**src/rtl/dmem_arbiter_if.sv**
```systemverilog
// Requester and memory-side signal bundle for the data-memory arbiter.
// slave = arbiter side, master = requesters plus memory.
interface dmem_arbiter_if #(
    parameter int ADDR_W = 10,
    parameter int DATA_W = 32
);
    logic              req0;
    logic              we0;
    logic [ADDR_W-1:0] addr0;
    logic [DATA_W-1:0] wdata0;
    logic              gnt0;
    logic              rvalid0;
    logic [DATA_W-1:0] rdata0;

    logic              req1;
    logic              we1;
    logic [ADDR_W-1:0] addr1;
    logic [DATA_W-1:0] wdata1;
    logic              gnt1;
    logic              rvalid1;
    logic [DATA_W-1:0] rdata1;

    logic [ADDR_W-1:0] mem_address;
    logic [DATA_W-1:0] mem_writedata;
    logic              mem_memread;
    logic              mem_memwrite;
    logic [DATA_W-1:0] mem_readdata;

    modport slave (
        input  req0, we0, addr0, wdata0,
        input  req1, we1, addr1, wdata1,
        input  mem_readdata,
        output gnt0, rvalid0, rdata0,
        output gnt1, rvalid1, rdata1,
        output mem_address, mem_writedata,
        output mem_memread, mem_memwrite
    );

    modport master (
        output req0, we0, addr0, wdata0,
        output req1, we1, addr1, wdata1,
        output mem_readdata,
        input  gnt0, rvalid0, rdata0,
        input  gnt1, rvalid1, rdata1,
        input  mem_address, mem_writedata,
        input  mem_memread, mem_memwrite
    );
endinterface

```
**src/rtl/dmem_arbiter.sv**
```systemverilog
// Two-port round-robin arbiter with burst limit in front of the
// single-port data memory; returns registered read data.
module dmem_arbiter #(
    parameter int ADDR_W    = 10,
    parameter int DATA_W    = 32,
    parameter int MAX_BURST = 4
) (
    input  logic             clk,
    input  logic             reset,
    dmem_arbiter_if.slave    bus
);
    localparam int CW = $clog2(MAX_BURST + 1);
    localparam logic [CW-1:0] CMAX = CW'(MAX_BURST);
    localparam logic [CW-1:0] CONE = CW'(1);

    logic              last;
    logic [CW-1:0]     burst_cnt;
    logic              g0;
    logic              g1;
    logic              pick;
    logic              gid;
    logic              gwe;
    logic [ADDR_W-1:0] gaddr;
    logic [DATA_W-1:0] gwdata;
    logic              rvalid0_q;
    logic              rvalid1_q;
    logic [DATA_W-1:0] rdata0_q;
    logic [DATA_W-1:0] rdata1_q;

    // Mid-burst the owner keeps the memory; fresh or exhausted bursts flip.
    always_comb begin
        g0   = 1'b0;
        g1   = 1'b0;
        pick = ~last;
        if (burst_cnt != '0 && burst_cnt < CMAX) begin
            pick = last;
        end
        if (!reset) begin
            if (bus.req0 && bus.req1) begin
                g0 = ~pick;
                g1 = pick;
            end else begin
                g0 = bus.req0;
                g1 = bus.req1;
            end
        end
    end

    always_comb begin
        gid    = 1'b0;
        gwe    = 1'b0;
        gaddr  = '0;
        gwdata = '0;
        if (g0) begin
            gwe    = bus.we0;
            gaddr  = bus.addr0;
            gwdata = bus.wdata0;
        end else if (g1) begin
            gid    = 1'b1;
            gwe    = bus.we1;
            gaddr  = bus.addr1;
            gwdata = bus.wdata1;
        end
    end

    always_ff @(posedge clk) begin
        if (reset) begin
            last      <= 1'b1;
            burst_cnt <= '0;
            rvalid0_q <= 1'b0;
            rvalid1_q <= 1'b0;
            rdata0_q  <= '0;
            rdata1_q  <= '0;
        end else begin
            rvalid0_q <= g0 & ~bus.we0;
            rvalid1_q <= g1 & ~bus.we1;
            if (g0 & ~bus.we0) begin
                rdata0_q <= bus.mem_readdata;
            end
            if (g1 & ~bus.we1) begin
                rdata1_q <= bus.mem_readdata;
            end
            if (g0 | g1) begin
                if (gid == last) begin
                    if (burst_cnt < CMAX) begin
                        burst_cnt <= burst_cnt + CONE;
                    end
                end else begin
                    last      <= gid;
                    burst_cnt <= CONE;
                end
            end
        end
    end

    assign bus.gnt0          = g0;
    assign bus.gnt1          = g1;
    assign bus.mem_address   = gaddr;
    assign bus.mem_writedata = gwdata;
    assign bus.mem_memwrite  = (g0 | g1) & gwe;
    assign bus.mem_memread   = (g0 | g1) & ~gwe;

    // A response already in flight when reset rises is discarded.
    assign bus.rvalid0 = rvalid0_q & ~reset;
    assign bus.rvalid1 = rvalid1_q & ~reset;
    assign bus.rdata0  = reset ? '0 : rdata0_q;
    assign bus.rdata1  = reset ? '0 : rdata1_q;
endmodule

```
**src/flat_wrapper.sv**
```systemverilog
// flat-port wrapper written by rule: the top's interface ports become plain ports
module dmem_arbiter_flat 
#(
    parameter int ADDR_W    = 10,
    parameter int DATA_W    = 32,
    parameter int MAX_BURST = 4
)
  (clk, reset, bus_req0, bus_we0, bus_addr0, bus_wdata0, bus_req1, bus_we1, bus_addr1, bus_wdata1, bus_mem_readdata, bus_gnt0, bus_rvalid0, bus_rdata0, bus_gnt1, bus_rvalid1, bus_rdata1, bus_mem_address, bus_mem_writedata, bus_mem_memread, bus_mem_memwrite);
  dmem_arbiter_if #(.ADDR_W(ADDR_W), .DATA_W(DATA_W)) bus_i ();
  input  logic clk;
  input  logic reset;
  input wire logic [$bits(bus_i.req0)-1:0] bus_req0;
  input wire logic [$bits(bus_i.we0)-1:0] bus_we0;
  input wire logic [$bits(bus_i.addr0)-1:0] bus_addr0;
  input wire logic [$bits(bus_i.wdata0)-1:0] bus_wdata0;
  input wire logic [$bits(bus_i.req1)-1:0] bus_req1;
  input wire logic [$bits(bus_i.we1)-1:0] bus_we1;
  input wire logic [$bits(bus_i.addr1)-1:0] bus_addr1;
  input wire logic [$bits(bus_i.wdata1)-1:0] bus_wdata1;
  input wire logic [$bits(bus_i.mem_readdata)-1:0] bus_mem_readdata;
  output wire logic [$bits(bus_i.gnt0)-1:0] bus_gnt0;
  output wire logic [$bits(bus_i.rvalid0)-1:0] bus_rvalid0;
  output wire logic [$bits(bus_i.rdata0)-1:0] bus_rdata0;
  output wire logic [$bits(bus_i.gnt1)-1:0] bus_gnt1;
  output wire logic [$bits(bus_i.rvalid1)-1:0] bus_rvalid1;
  output wire logic [$bits(bus_i.rdata1)-1:0] bus_rdata1;
  output wire logic [$bits(bus_i.mem_address)-1:0] bus_mem_address;
  output wire logic [$bits(bus_i.mem_writedata)-1:0] bus_mem_writedata;
  output wire logic [$bits(bus_i.mem_memread)-1:0] bus_mem_memread;
  output wire logic [$bits(bus_i.mem_memwrite)-1:0] bus_mem_memwrite;
  assign bus_i.req0 = bus_req0;
  assign bus_i.we0 = bus_we0;
  assign bus_i.addr0 = bus_addr0;
  assign bus_i.wdata0 = bus_wdata0;
  assign bus_i.req1 = bus_req1;
  assign bus_i.we1 = bus_we1;
  assign bus_i.addr1 = bus_addr1;
  assign bus_i.wdata1 = bus_wdata1;
  assign bus_i.mem_readdata = bus_mem_readdata;
  assign bus_gnt0 = bus_i.gnt0;
  assign bus_rvalid0 = bus_i.rvalid0;
  assign bus_rdata0 = bus_i.rdata0;
  assign bus_gnt1 = bus_i.gnt1;
  assign bus_rvalid1 = bus_i.rvalid1;
  assign bus_rdata1 = bus_i.rdata1;
  assign bus_mem_address = bus_i.mem_address;
  assign bus_mem_writedata = bus_i.mem_writedata;
  assign bus_mem_memread = bus_i.mem_memread;
  assign bus_mem_memwrite = bus_i.mem_memwrite;
  dmem_arbiter #(.ADDR_W(ADDR_W), .DATA_W(DATA_W), .MAX_BURST(MAX_BURST)) u_core (.clk(clk), .reset(reset), .bus(bus_i));
endmodule
```
**config.mk**
```make
export PLATFORM = sky130hd
export DESIGN_NAME = dmem_arbiter_flat
export DESIGN_NICKNAME = d
export VERILOG_FILES = /design/src/rtl/dmem_arbiter_if.sv /design/src/rtl/dmem_arbiter.sv /design/src/flat_wrapper.sv
export SDC_FILE = /design/constraint.sdc
export NUM_CORES = 1
export LEC_CHECK = 0
export ABC_CLOCK_PERIOD_IN_PS = 5440
export CORE_AREA = 2 2 97 99
export CTS_CLUSTER_DIAMETER = 120
export DETAILED_ROUTE_END_ITERATION = 10
export DIE_AREA = 0 0 99 101
export GPL_ROUTABILITY_DRIVEN = 0
export PLACE_DENSITY = 0.89
export SLEW_MARGIN = 25
export SYNTH_ARGS = -nofsm -noshare
export SYNTH_HDL_FRONTEND = slang
export SYNTH_SLANG_ARGS = --single-unit
```
**constraint.sdc**
```tcl
create_clock -name clk -period 5.44 [get_ports clk]
set_input_delay 0.544 -clock clk [delete_from_list [all_inputs] [get_ports clk]]
set_output_delay 0.544 -clock clk [all_outputs]
set_load 0.005 [all_outputs]
```
* After elaboration in Yosys (flattened, before gate mapping)
Cells that the tools add are included.
W data, S select, Z words.
** Operators by class
- Muxes and demuxes :: 17
- Bitwise gates (word level) :: 14
- Order comparisons :: 1
- Reduce and logical (&&, ||, !) cells :: 5
- Equal/unequal tests :: 2
- Add/subtract/negate cells :: 1
** Operator list (count)
- $mux W32 :: 4
- $mux W10 :: 2
- $mux W1 :: 9
- $not A1 Y1 :: 7
- $and A1 B1 Y1 :: 6
- $mux W3 :: 2
- $reduce_and A2 Y1 :: 2
- $add A3 B1 Y3 const B :: 1
- $lt A3 B3 Y1 const B :: 1
- $reduce_bool A3 Y1 :: 1
- $logic_and A1 B1 Y1 :: 2
- $ne A2 B2 Y1 const B :: 1
- $eq A1 B1 Y1 :: 1
- $or A1 B1 Y1 :: 1
** Word-level totals
- Input bits :: 122
- Register bits after elaboration :: 70
- Logic and storage cells :: 46

* Logic depth before layout (Yosys ltp)
- Word-level depth :: 10
- Depth in mapped cells :: 8
- Depth with buffers taken out :: 6

* Least setup slack after synthesis
OpenSTA, ideal clock, no wires.
- Kind :: input to output
- Start :: in bus_req1
- End :: out bus_mem_writedata[23]
- Stages :: 6
- Data arrival time :: 1.999 ns
- Path buffers :: 3
- Slack :: 2.897 ns
- Path through :: clkbuf_1 -> nor2b_1 -> and2_1 -> clkbuf_1 -> buf_1 -> a22o_1
** Between the ends
- Longest elaborated chain between the ends :: 5
- Elaborated cells on any way between the ends :: 7
- Those cells by class :: mux: 6; reduce/logical: 1
** RTL lines
- start: declaration :: RTL line flat_wrapper.sv:16 : input wire logic [$bits(bus_i.req1)-1:0] bus_req1;
- $logic_and A1 B1 Y1 :: RTL line dmem_arbiter.sv:39 : if (bus.req0 && bus.req1) begin
- $mux W1 (*) :: RTL line dmem_arbiter.sv:39
- $mux W1 (*) :: RTL line dmem_arbiter.sv:38 : if (!reset) begin
- net bus_gnt1 :: RTL line flat_wrapper.sv:24 : output wire logic [$bits(bus_i.gnt1)-1:0] bus_gnt1;
- $mux W32 (*) :: RTL line dmem_arbiter.sv:58 : end else if (g1) begin
- $mux W32 (*) :: RTL line dmem_arbiter.sv:54 : if (g0) begin
- end: declaration :: RTL line flat_wrapper.sv:28 : output wire logic [$bits(bus_i.mem_writedata)-1:0] bus_mem_writedata;
Mark *: on every way through the listed nets, which the timed path passes. The rest lies on a longest branch.

* Final worst setup path
- Start :: in bus_req1
- End :: out bus_mem_writedata[5]
** Between the ends
- Longest elaborated chain between the ends :: 5
- Elaborated cells on any way between the ends :: 7
- Those cells by class :: mux: 6; reduce/logical: 1
** RTL lines (RTL line)
- $logic_and A1 B1 Y1 :: dmem_arbiter.sv:39
- $mux W1 :: dmem_arbiter.sv:39
- $mux W1 :: dmem_arbiter.sv:38
- $mux W32 :: dmem_arbiter.sv:58
- $mux W32 (*) :: dmem_arbiter.sv:54
Every way passes the cells marked *; elsewhere a longest branch is shown, timed or not.

==> impl_metrics.toml <==
[outcome]
status = "complete, no violations"

[synth]
synth-seq-cells = 70
yosys-mux-area-fraction_pct = 22.0
syn_area_sq_um = 3320
syn_area_per_cell_sq_um = 10.6
yosysSeqAreaShare_pct = 42.2
synth-edff-count = 0
synth_flop_cell = "dfxtp_1"
async_flop_share_pct = 0
synthAdderAreaFrac_pct = 0.754
synth_simple_gate_area_share_pct = 15.2
syn-num-nets = 436
ys_types = 30
synth-xor-area-share_pct = 0
synth_top_family_by_area = "multiplexers"
synth_cells = 312
yosysWarnings = 0
synth_compound_area_share_pct = 15.1

[final_layout]
seqCellArea_sq_um = 1400
multi_input_area_sq_um = 1770
num_antenna_cells = 0
final_net_count = 659
fillCellCount = 680
drive_above_1_share_pct = 11.1
syn2layout_area_growth_pct = 78.1

[clock_network]
clk_path_buf_depth = 2
htreeDepth = 3
clkSlewWorstSetupHoldPaths_ns = 0.06
cts_hold_buffers = 0
cts_sinks = 70
post_cts_resized = 0
clkLatencyLatePin_ns = 0.34
numCtsBuffers = 9
post_cts_buffers = 0
cts-root-buf = "clkbuf_8"
cts_tree = "yes"

[worst_setup_path]
crit_arrival_ns = 3.48
r2r-end = "u_core.rdata0_q[30]"
crit_type = "in -> out"
worstRegToRegCells = 8
critical_path_required_ns = 4.90
crit_fanout = 28
reg2reg_slack_ns = 2.50
crit_path_start_kind = "input port"
endpoint_kind = "output pin"
r2r_start = "u_core.burst_cnt[0]"

[drt]
first_pass_iters = 4
wl_mm = 11.4
vias = 3193
final_antenna_net_count = 0
avgRoutedWirePerCell_microns = 17.5
drc = 0
viasPerCell = 4.90
dr.first_iter.drc_count = 80

[grt]
grtUsageMet3_pct = 7.70
use_met1_pct = 23.1
antenna_found_initial = 0
grt_overflow = 0
grt_max_degree = 72
grt_pass1_wl_mm = 16.9
grt_pass1_vias = 3159
use_met2_pct = 39.6
grt_usage_pct = 21.4
busiest_layer = "met2"

[sta]
slew_headroom_pct = 37.2
period_share_pct = 73.9
fin_ws_ns = 1.42
fin_tns_setup_ns = 0
setup_viol = 0
finalHoldViolations = 0
worst_pin_slew_ns = 0.942
slew_viol_final = 0
period_minus_slack_ns = 4.02
fmax_mhz = 249
finClkSkew_ns = 0.0148
rsz0062_at_grt = "no"

[worst_hold_path]
whs_path_depth = 1
hold_path.class = "reg -> reg"
hold_end = "u_core.burst_cnt[0]"
hp-start = "u_core.burst_cnt[0]"

[floorplanning]
die_w_microns = 99
io_pins = 234
start_util_pct = 36.9
core_sq_um = 8980
placementRows = 35
die_area_sq_um = 10000
dieHeight_microns = 101

[placed_design]
io_buffer_count = 233
pre_cts_slack_ns = 1.49
dp_hpwl_mm = 8.89

[power_and_ir_drop]
leakagePower_nw = 2.38
ir_drop_mv = 0.166
p_per_area_nw_per_um2 = 218

[flow_run]
cap_violations = 0
synthesized netlist by cell type (all sizes together) (2+ instances only):
master   n  area, sq um
nor2     2         7.51
and2     2         12.5
a22o    42          368
and3     2         12.5
o21ai    4         20.0
dfxtp   70         1400
inv      7         26.3
a21o     2         15.0
mux2    64          721
buf      9         65.1
a211oi   2         15.0
a21oi    3         15.0
nand2    4         15.0
nor2b   69          432
ha       2         25.0
clkbuf  17         63.8
o211ai   2         15.0
worst max-delay path, stage by stage:
cell,delay [ns]
clkdlybuf4s50_1,0.66
nor2b_1,0.39
and2_1,0.82
buf_4,0.37
a22o_1,0.19
clkdlybuf4s50_1,0.50
registers in the layout, summed over array words and instances, names as in the netlist:
signal and count:
u_core.burst_cnt 3, u_core.last 1, u_core.rdata0_q 32, u_core.rdata1_q 32, u_core.rvalid0_q 1, u_core.rvalid1_q 1
worst max-delay path by stage:
stage	startpoint	to	slack (ns)
after floorplan	bus_req1	bus_mem_writedata[23]	2.90
after CTS	bus_req1	bus_mem_writedata[5]	1.47
after global placement	bus_req1	bus_mem_writedata[17]	1.64
after global routing	u_core.burst_cnt[0]	bus_mem_writedata[5]	1.26
final	bus_req1	bus_mem_writedata[5]	1.42
after detailed placement	bus_req1	bus_mem_writedata[5]	1.49
cells by family (layout without fill, tap and decap cells):
kind of cell / after synthesis / in the layout
and+or+nand+nor: 83 / 83
adders and majority gates: 2 / 2
muxes: 65 / 65
buffers and inverters: 33 / 261
AOI/OAI and AO/OA: 59 / 59
DFF: 70 / 70
per-layer routing:
metal	wire [microns]	part of all wire, %
met5	0	0
met4	150	1.3
met3	969	8.5
met2	5960	52
met1	4340	38
cell usage in the layout (no fill, tap or decap), types with 3 or more instances in the layout:
| cell | instances |
|---|---|
| buf_4 | 4 |
| clkbuf_8 | 9 |
| dfxtp_1 | 70 |
| mux2_2 | 35 |
| o21ai_0 | 4 |
| nor2b_1 | 68 |
| a22o_1 | 42 |
| mux2_1 | 29 |
| nand2_1 | 4 |
| clkdlybuf4s50_1 | 232 |
| a21oi_1 | 3 |
| inv_1 | 7 |
report_power, final:
part | switching (W) | internal [W]
Combinational | 0.000110 | 0.000213
Clock | 0.000199 | 0.000212
Sequential | 0.00000820 | 0.000543
Total | 0.000318 | 0.000968
final cells by class:
type | count | area share, %
inverters | 7 | 0.445
flip-flops and latches | 70 | 23.7
clock inverters | 7 | 1.23
multi-input cells | 209 | 29.9
repair buffers | 238 | 40.2
clock buffers | 9 | 2.10
well taps | 111 | 2.35
per-stage QoR:
step | std cells | util [%] | total power (W) | hold slack (ns) | instance area (sq um)
2_1_floorplan | 312 | - | 0.000685 | 0.493 | 3320
6_report | 651 | 65.8 | 0.00129 | 0.544 | 5910
5_1_grt | 651 | 65.8 | 0.00134 | 0.572 | 5910
3_5_place_dp | 634 | 63.4 | 0.000885 | 0.537 | 5690
3_3_place_gp | 634 | 63.4 | 0.000876 | 0.503 | 5690
4_1_cts | 650 | 65.6 | 0.00130 | 0.553 | 5890
Note: power is estimated with default switching activity, not from simulation.
==> RTL edit (same settings) <==
`MAX_BURST` is set to 4 in 2 places; all go to 2.
--- a/src/rtl/dmem_arbiter.sv
+++ b/src/rtl/dmem_arbiter.sv
@@ -3,7 +3,7 @@
 module dmem_arbiter #(
     parameter int ADDR_W    = 10,
     parameter int DATA_W    = 32,
-    parameter int MAX_BURST = 4
+    parameter int MAX_BURST = 2
 ) (
     input  logic             clk,
     input  logic             reset,
--- a/src/flat_wrapper.sv
+++ b/src/flat_wrapper.sv
@@ -3,7 +3,7 @@
 #(
     parameter int ADDR_W    = 10,
     parameter int DATA_W    = 32,
-    parameter int MAX_BURST = 4
+    parameter int MAX_BURST = 2
 )
   (clk, reset, bus_req0, bus_we0, bus_addr0, bus_wdata0, bus_req1, bus_we1, bus_addr1, bus_wdata1, bus_mem_readdata, bus_gnt0, bus_rvalid0, bus_rdata0, bus_gnt1, bus_rvalid1, bus_rdata1, bus_mem_address, bus_mem_writedata, bus_mem_memread, bus_mem_memwrite);
   dmem_arbiter_if #(.ADDR_W(ADDR_W), .DATA_W(DATA_W)) bus_i ();
Behaviour: not the same (a bounded check fails within 4 cycles, from zero or initial values and one cycle with reset high).
==> RTL edit against the original RTL <==
- count of clock-buffer cells in the layout did not move
- area after synthesis rose by 1.6%
- final area rose by 0.87%
- hold slack improved by 0.068 ns
- total power rose by 3.7%
- sequential share of layout area fell by 0.54 points
- register-to-register slack got worse by 0.38 ns
- worst setup slack improved by 0.34 ns
- sequential power fell by 1%
- sequential cell count fell by 1
- routed wire length rose by 7.6%
- critical path type is now reg2out
- critical endpoint is now bus_mem_memwrite
- largest power group unchanged
==> RTL edit: results (changes against the original RTL) <==
{
  "status": {"value": "finished, final reports clean"},
  "drt_iter0_drc": {"value": 83, "change": "+3.8%"},
  "grt_pass1_wl": {"value": 18000, "unit": "um", "change": "+6.2%"},
  "route.final.wire_length": {"value": 12300, "unit": "um", "change": "+7.6%"},
  "detailedPlacementHpwl": {"value": 9270, "unit": "um", "change": "+4.3%"},
  "worst_clock_skew": {"value": 0.0131, "unit": "ns", "change": "-0.00165 ns"},
  "post_synth_num_cell_types": {"value": 27, "change": "-10%"},
  "startpoint_of_the_tightest_hold_check_path": {"value": "u_core.rdata0_q[19]$_SDFFE_PP0P_"},
  "r2r_cells": {"value": 7, "change": "-1"},
  "ys_seq_area_frac": {"value": 0.410, "change": "-0.0127"},
  "cp.arrival": {"value": 3.14, "unit": "ns", "change": "-0.34 ns"},
  "r2r_setup_slack": {"value": 2.12, "unit": "ns", "change": "-0.38 ns"},
  "use_met1": {"value": 0.258, "change": "+0.0269"},
  "worstReg2RegEnd": {"value": "u_core.rdata1_q[22]$_SDFFE_PP0P_"},
  "nets": {"value": 646, "change": "-2.0%"},
  "hold-worst-slack": {"value": 0.611, "unit": "ns", "change": "+0.0676 ns"},
  "grtUsageMet3": {"value": 0.0562, "change": "-0.0208"},
  "placed_cells": {"value": 622, "change": "-1.9%"},
  "met2_use_gr": {"value": 0.437, "change": "+0.0405"},
  "ys_top_cells_by_area": {"value": "sky130_fd_sc_hd__dfxtp_1 41%, sky130_fd_sc_hd__mux2_4 13%, sky130_fd_sc_hd__nor2b_1 13%"},
  "max_stage_delay": {"value": 0.62, "unit": "ns", "change": "-0.20 ns"},
  "dpl_cell_area": {"value": 5730, "unit": "sq um", "change": "+0.59%"},
  "drive_gt1_frac": {"value": 0.119, "change": "+0.00821"},
  "hold_path_end": {"value": "u_core.rdata0_q[19]$_SDFFE_PP0P_"},
  "detail_route.vias_per_cell": {"value": 5.00, "change": "+2.0%"},
  "cp_slowest_cell": {"value": "sky130_fd_sc_hd__o211a_1"},
  "vdd_drop_max": {"value": 0.150, "unit": "mV", "change": "-10%"}
}
RTL edit: logic make-up (layout without fill, tap and decap cells):
logic type,count (synthesis),after routing,share of synthesized area
adders and majority gates,1,1,0.00371
buffers and inverters,30,258,0.0509
DFF,69,69,0.410
xor gates and xnor gates,2,2,0.00743
and+or+nand+nor,79,79,0.140
AOI/OAI and AO/OA,54,54,0.138
muxes,65,65,0.249
RTL edit: per-stage QoR:
step / util / power [mW] / worst slack (ns)
2_1_floorplan: - / 0.689 / 3.21
3_3_place_gp: 0.638 / 0.894 / 1.70
3_5_place_dp: 0.638 / 0.899 / 1.61
4_1_cts: 0.661 / 1.34 / 1.64
5_1_grt: 0.664 / 1.39 / 1.57
6_report: 0.664 / 1.33 / 1.75
RTL edit: power breakdown:
part           internal [mW]  switching [mW]
clock network          0.219           0.220
logic                  0.226           0.124
registers              0.535         0.00986
total                  0.980           0.354
RTL edit: how the worst max path moves through the flow:
stage,from,slack (ns),to,cells past startpoint
finish,u_core.burst_cnt[1]$_SDFFE_PP0P_,1.75,bus_mem_memwrite,7
CTS,bus_req0,1.64,bus_mem_memwrite,5
global route,u_core.burst_cnt[1]$_SDFFE_PP0P_,1.57,bus_mem_memwrite,7
floorplan,u_core.burst_cnt[1]$_SDFFE_PP0P_,3.21,bus_mem_writedata[23],7
detailed placement,bus_req0,1.61,u_core.rdata0_q[11]$_SDFFE_PP0P_,5
global placement,bus_req0,1.70,u_core.rdata0_q[11]$_SDFFE_PP0P_,5
RTL edit: worst min-delay path, cell delays in order (launching register included):
cell and delay, ns:
sky130_fd_sc_hd__dfxtp_1 0.30, sky130_fd_sc_hd__nor2b_1 0.14, sky130_fd_sc_hd__mux2_1 0.14
RTL edit: final cells by class:
class | count | area [sq um]
clock buffer | 9 | 124
multi-input combinational | 201 | 1830
tap | 111 | 139
sequential | 69 | 1380
inverter | 4 | 15.0
timing repair buffer | 238 | 2380
clock inverter | 7 | 82.6
fill | 650 | 3020
RTL edit: metal layers:
| layer | vias to the layer above | part of all wire |
|---|---|---|
| met2 | 154 | 0.53 |
| met4 | 0 | 0.015 |
| met3 | 19 | 0.070 |
| met1 | 1523 | 0.38 |
| met5 | - | 0 |
| li1 | 1502 | - |
